[config.mk]
export PLATFORM = sky130hd
export DESIGN_NAME = prog_loader
export DESIGN_NICKNAME = d
export VERILOG_FILES = /design/src/rtl/prog_loader.sv
export SDC_FILE = /design/constraint.sdc
export NUM_CORES = 1
export LEC_CHECK = 0
export ABC_AREA = 1
export CAP_MARGIN = 5
export CORE_MARGIN = 4
export CORE_UTILIZATION = 50
export DETAILED_ROUTE_END_ITERATION = 6
export PLACE_DENSITY = 0.73
export SYNTH_ARGS = -nofsm -noshare
export SYNTH_HDL_FRONTEND = slang
export SYNTH_SLANG_ARGS = --single-unit
[constraint.sdc]
create_clock -name clk -period 6.45 [get_ports clk]
set_input_delay 1.6125 -clock clk [delete_from_list [all_inputs] [get_ports clk]]
set_output_delay 1.6125 -clock clk [all_outputs]
set_load 0.02 [all_outputs]
[src/rtl/prog_loader.sv]
// prog_loader -- streams a program from a host into fetch memory, then
// releases the processor.
//
// Session sequence: IDLE -> FM_RST -> LOAD -> [CHECK] -> CPU_RST -> DONE.
// The fetch memory is held in reset first. Host words are then written to
// consecutive addresses starting at base_addr. Finally a cpu_reset pulse is
// issued.
//
// Optional feature: define LOADER_CHECKSUM_EN to enable checksum checking.
// The host sends one extra word after the program. That word must equal the
// 16-bit wrapping sum of the program words. A mismatch raises chk_err and
// skips the cpu_reset pulse.
//
// Parameters:
//   FM_RST_CYCLES   cycles rst_fm is held before loading (>= 1)
//   CPU_RST_CYCLES  width of the cpu_reset pulse (>= 1)
// Ports:
//   clk              sole clock, rising edge
//   reset            asynchronous, active-low
//   start            begin a session (honoured in IDLE/DONE only)
//   base_addr[31:0]  first fetch-memory address
//   word_count[15:0] number of program words
//   in_valid/in_data/in_ready  host word handshake
//   rst_fm           fetch-memory reset, active-high
//   write_enable_fm/write_addr_fm/write_data_fm  fetch-memory write port
//   cpu_reset        processor reset pulse, active-high
//   busy / done / chk_err  session status
module prog_loader #(
   parameter int FM_RST_CYCLES  = 2,
   parameter int CPU_RST_CYCLES = 2
) (
   input  logic        clk,
   input  logic        reset,
   input  logic        start,
   input  logic [31:0] base_addr,
   input  logic [15:0] word_count,
   input  logic        in_valid,
   input  logic [15:0] in_data,
   output logic        in_ready,
   output logic        rst_fm,
   output logic        write_enable_fm,
   output logic [31:0] write_addr_fm,
   output logic [15:0] write_data_fm,
   output logic        cpu_reset,
   output logic        busy,
   output logic        done,
   output logic        chk_err
);

   typedef enum logic [2:0] {
      IDLE    = 3'd0,
      FM_RST  = 3'd1,
      LOAD    = 3'd2,
`ifdef LOADER_CHECKSUM_EN
      CHECK   = 3'd3,
`endif
      CPU_RST = 3'd4,
      DONE    = 3'd5
   } state_t;

   localparam logic [31:0] FM_LAST  = 32'(FM_RST_CYCLES - 1);
   localparam logic [31:0] CPU_LAST = 32'(CPU_RST_CYCLES - 1);

   state_t      state_reg, state_next;
   logic [31:0] cnt_reg, cnt_next;       // cycles spent in a timed state
   logic [31:0] base_reg, base_next;
   logic [15:0] count_reg, count_next;
   logic [15:0] idx_reg, idx_next;
   logic        we_reg, we_next;
   logic [31:0] waddr_reg, waddr_next;
   logic [15:0] wdata_reg, wdata_next;
   logic        hs;
`ifdef LOADER_CHECKSUM_EN
   logic [15:0] sum_reg, sum_next;
   logic        chk_err_reg, chk_err_next;
`endif

   assign hs = in_valid & in_ready;

   always_comb begin
      state_next = state_reg;
      cnt_next   = cnt_reg;
      base_next  = base_reg;
      count_next = count_reg;
      idx_next   = idx_reg;
      we_next    = 1'b0;
      waddr_next = waddr_reg;
      wdata_next = wdata_reg;
`ifdef LOADER_CHECKSUM_EN
      sum_next     = sum_reg;
      chk_err_next = chk_err_reg;
`endif
      case (state_reg)
         IDLE, DONE: begin
            if (start) begin
               base_next  = base_addr;
               count_next = word_count;
               idx_next   = 16'd0;
               cnt_next   = 32'd0;
               state_next = FM_RST;
`ifdef LOADER_CHECKSUM_EN
               sum_next     = 16'd0;
               chk_err_next = 1'b0;
`endif
            end
         end
         FM_RST: begin
            if (cnt_reg == FM_LAST) begin
               cnt_next   = 32'd0;
               state_next = (count_reg == 16'd0) ? CPU_RST : LOAD;
            end else begin
               cnt_next = cnt_reg + 32'd1;
            end
         end
         LOAD: begin
            if (hs) begin
               we_next    = 1'b1;
               // 32-bit add wraps naturally past 0xFFFFFFFF.
               waddr_next = base_reg + {16'd0, idx_reg};
               wdata_next = in_data;
               idx_next   = idx_reg + 16'd1;
`ifdef LOADER_CHECKSUM_EN
               sum_next = sum_reg + in_data;
`endif
               if (idx_reg == count_reg - 16'd1) begin
                  cnt_next = 32'd0;
`ifdef LOADER_CHECKSUM_EN
                  state_next = CHECK;
`else
                  state_next = CPU_RST;
`endif
               end
            end
         end
`ifdef LOADER_CHECKSUM_EN
         CHECK: begin
            // The checksum word is consumed here and never written to memory.
            if (hs) begin
               cnt_next = 32'd0;
               if (in_data == sum_reg) begin
                  state_next = CPU_RST;
               end else begin
                  chk_err_next = 1'b1;
                  state_next   = DONE;
               end
            end
         end
`endif
         CPU_RST: begin
            if (cnt_reg == CPU_LAST) begin
               cnt_next   = 32'd0;
               state_next = DONE;
            end else begin
               cnt_next = cnt_reg + 32'd1;
            end
         end
         default: state_next = IDLE;
      endcase
   end

   always_ff @(posedge clk or negedge reset) begin
      if (!reset) begin
         state_reg <= IDLE;
         cnt_reg   <= 32'd0;
         base_reg  <= 32'd0;
         count_reg <= 16'd0;
         idx_reg   <= 16'd0;
         we_reg    <= 1'b0;
         waddr_reg <= 32'd0;
         wdata_reg <= 16'd0;
`ifdef LOADER_CHECKSUM_EN
         sum_reg     <= 16'd0;
         chk_err_reg <= 1'b0;
`endif
      end else begin
         state_reg <= state_next;
         cnt_reg   <= cnt_next;
         base_reg  <= base_next;
         count_reg <= count_next;
         idx_reg   <= idx_next;
         we_reg    <= we_next;
         waddr_reg <= waddr_next;
         wdata_reg <= wdata_next;
`ifdef LOADER_CHECKSUM_EN
         sum_reg     <= sum_next;
         chk_err_reg <= chk_err_next;
`endif
      end
   end

`ifdef LOADER_CHECKSUM_EN
   assign in_ready = (state_reg == LOAD) || (state_reg == CHECK);
   assign chk_err  = chk_err_reg;
`else
   assign in_ready = (state_reg == LOAD);
   assign chk_err  = 1'b0;
`endif
   assign rst_fm          = (state_reg == FM_RST);
   assign cpu_reset       = (state_reg == CPU_RST);
   assign busy            = (state_reg != IDLE) && (state_reg != DONE);
   assign done            = (state_reg == DONE);
   assign write_enable_fm = we_reg;
   assign write_addr_fm   = waddr_reg;
   assign write_data_fm   = wdata_reg;

endmodule

==> impl_metrics.env <==
export IMPL_path_clk_slew_ps=60
export IMPL_routed_wire_length_per_instance_um=14.2
export IMPL_cts_post_setup_buffers_inserted=0
export IMPL_drt_antenna_violating_nets=0
export IMPL_area_delta_synth_final_pct=21.8
export IMPL_cp_start_kind="flip-flop"
export IMPL_clock_sinks=148
export IMPL_cpMaxStageDelayCell="sky130_fd_sc_hd__clkdlybuf4s50_1"
export IMPL_maxCapViolations=0
export IMPL_routed_via_density=5.19
export IMPL_ir_drop_uv=320
export IMPL_drtIter0Drc=607
export IMPL_outcome="completed"
export IMPL_grt_pass1_wl_mm=38.2
export IMPL_fin_skew_ps=7.90
export IMPL_synth_edff_count=0
export IMPL_hold_class="reg -> reg"
export IMPL_tritoncts="built"
export IMPL_grt_setup_unrepaired="no"
export IMPL_chipWidth_um=141
export IMPL_synth_largest_type_area_fraction=0.419
export IMPL_maxClockFrequency_ghz=0.282
export IMPL_vias_in_the_first_global_route=7779
export IMPL_grt_start_max_net_pins=104
export IMPL_timing_slew_headroom=0.232
export IMPL_synth_area_um2=8830
export IMPL_ys_flop_type="sky130_fd_sc_hd__dfrtp_1"
export IMPL_finish_utilization=0.622
export IMPL_placeableCoreArea_um2=17300
export IMPL_post_synth_cell_area_avg_um2=7.06
export IMPL_synth_seq_area_share=0.419
export IMPL_amount_of_wire_on_met2_after_detailed_routing_mm=9.95
export IMPL_cts_buffers=17
export IMPL_synth_async_reset_ratio=1.00
export IMPL_cts_htree_levels=4
export IMPL_initial_utilization=0.511
export IMPL_clk_latency_ps=430
export IMPL_crit_fanout=5
export IMPL_grt_overflow_total=0
export IMPL_rows=48
export IMPL_max_incr_delay_on_cp_ps=630
export IMPL_synth_nets=1341
export IMPL_tightestPinTransition_ps=1150
export IMPL_groute_usage_overall=0.235
export IMPL_design_die_area_um2=19900
export IMPL_timing_final_setup_violations=0
export IMPL_top_layer="met5"
export IMPL_slew_viols_final=0
export IMPL_detailed_place_hpwl_mm=16.6
export IMPL_drt_first_pass_iters=5
export IMPL_via_count=8268
export IMPL_leakagePower_nw=5.28
export IMPL_clock_root_buffer="sky130_fd_sc_hd__clkbuf_16"
export IMPL_met3WireLength_mm=1.47
export IMPL_holdBufCountCts=0
export IMPL_layout_nets=1449
export IMPL_netlist_top_cells_area="sky130_fd_sc_hd__dfrtp_1 42%, sky130_fd_sc_hd__nand2_1 21%, sky130_fd_sc_hd__inv_1 5.4%"
export IMPL_worst_endpoint_arrival_ps=1930
export IMPL_ctsLongestPathBuffers=2
export IMPL_synth_warning_count=0
export IMPL_post_route_cells_drive_above_1_share=0.0467
export IMPL_place_congestion=0.919
export IMPL_place_port_buffers=121
export IMPL_yosys_area_top_type="sky130_fd_sc_hd__dfrtp_1"
export IMPL_post_cts_resized_instances=0
export IMPL_crit_share_post_route=0.550
export IMPL_grt_antenna_before_repair=1
export IMPL_wl_met1_mm=11.0
export IMPL_layout_min_cycle_time_ps=3550
export IMPL_start_to_end_type_of_the_worst_setup_path="reg -> out"
export IMPL_placedInstanceArea_um2=10200
export IMPL_synth_distinct_cells=39
export IMPL_postLayoutCellArea_um2=10800
export IMPL_die_height_um=141
export IMPL_synth_seq_cells=148
export IMPL_setup_worst_path_end_class="primary output"
export IMPL_worst_ep_required_time_ps=4840
export IMPL_filler_instances=1615
export IMPL_io_pins=123
export IMPL_final_hold_viol_count=0
export IMPL_route_detailed_drc=0
export IMPL_synthCells=1251
export IMPL_cellPowerDensity_nw_per_um2=452
export IMPL_final_setup_tns_ps=0
export IMPL_detail_route_wirelength_mm=22.7
export IMPL_diodes=0
export IMPL_critical_path_cell_chain="nand3_1, o21ai_2, inv_1, clkdlybuf4s50_1"
==> metal layers <==
metal  GRT usage  vias up
met4      0.0597        2
met3      0.0482       33
li1            -     4189
met5           0        -
met2       0.364      247
met1       0.340     3797
==> power breakdown <==
| group | switching (mW) | internal, mW | leakage (nW) | total (mW) |
|---|---|---|---|---|
| Sequential | 0.357 | 1.30 | 1.90 | 1.66 |
| Combinational | 1.36 | 0.865 | 3.10 | 2.22 |
| Clock | 0.385 | 0.598 | 0.277 | 0.983 |
| Total | 2.10 | 2.77 | 5.28 | 4.87 |
==> layout by cell type (no fill, tap or decap), types with 16 or more instances in the layout <==
cell type | synthesis | layout
sky130_fd_sc_hd__nand3_1 | 92 | 92
sky130_fd_sc_hd__xnor2_1 | 20 | 20
sky130_fd_sc_hd__nor2_1 | 89 | 87
sky130_fd_sc_hd__clkdlybuf4s50_1 | 0 | 120
sky130_fd_sc_hd__clkbuf_16 | 0 | 17
sky130_fd_sc_hd__dfrtp_1 | 148 | 148
sky130_fd_sc_hd__nor3_1 | 33 | 33
sky130_fd_sc_hd__nand4_1 | 16 | 16
sky130_fd_sc_hd__a21oi_1 | 24 | 24
sky130_fd_sc_hd__nand2_1 | 490 | 490
sky130_fd_sc_hd__o21ai_0 | 64 | 64
sky130_fd_sc_hd__inv_1 | 128 | 127
sky130_fd_sc_hd__ha_1 | 21 | 21
==> Yosys cell counts, types with 13 or more instances <==
library cell / count
sky130_fd_sc_hd__nor4_1: 14
sky130_fd_sc_hd__nand3_1: 92
sky130_fd_sc_hd__nand2_1: 490
sky130_fd_sc_hd__xnor2_1: 20
sky130_fd_sc_hd__dfrtp_1: 148
sky130_fd_sc_hd__o21ai_0: 64
sky130_fd_sc_hd__clkbuf_1: 22
sky130_fd_sc_hd__nor2_1: 89
sky130_fd_sc_hd__nor3_1: 33
sky130_fd_sc_hd__a21oi_1: 24
sky130_fd_sc_hd__nand3b_1: 14
sky130_fd_sc_hd__inv_1: 128
sky130_fd_sc_hd__ha_1: 21
sky130_fd_sc_hd__nand4_1: 16
sky130_fd_sc_hd__xor2_1: 13
==> worst paths after layout <==
| path | startpoint | endpoint | slack, ps | depth (start not counted) |
|---|---|---|---|---|
| worst max-delay path | state_reg[2] | busy | 2900 | 4 |
| worst min-delay path | write_data_fm[11] | write_data_fm[11] | 470 | 2 |
| worst max register to register | state_reg[1] | cnt_reg[4] | 3660 | 10 |
| worst min register to register | write_data_fm[11] | write_data_fm[11] | 470 | 2 |
| max in group asynchronous | reset | state_reg[1] | 4010 | 2 |
| min in group asynchronous | reset | base_reg[15] | 1320 | 1 |
==> metrics by stage <==
step | cells | total power [mW] | worst slack [ps] | hold slack, ps
floorplan | 1251 | 3.14 | 3850 | 448
global placement | 1565 | 3.83 | 2880 | 455
detailed placement | 1565 | 3.89 | 2770 | 458
CTS | 1594 | 4.89 | 2900 | 472
global route | 1594 | 5.25 | 2830 | 494
finish | 1594 | 4.87 | 2900 | 470
==> area by class of cell <==
type                    instances  area, um2  share of cell area
repair buffers                124       1230               0.115
multi-input cells             938       4480               0.417
flip-flops and latches        148       3700               0.344
inverters                     130        488              0.0453
clock buffers                  18        429              0.0399
well taps                     225        282              0.0262
clock inverters                11        139              0.0129
==> worst max-delay path: cells and delay by family (launching register included) <==
family                 cells  cell delay (ps)
AO/OA/AOI/OAI              1              110
AND/OR/NAND/NOR            1              190
buffers and inverters      2              780
flip-flops                 1              440
==> cells by family after synthesis <==
logic type | after synthesis | synth area share
AOI/OAI and AO/OA | 103 | 0.0625
and+or+nand+nor | 779 | 0.378
buffers and inverters | 165 | 0.0747
adders and majority gates | 22 | 0.0320
DFF | 148 | 0.419
xor gates and xnor gates | 33 | 0.0327
other | 1 | 0.000425
Power figures use the tool's default switching activity.
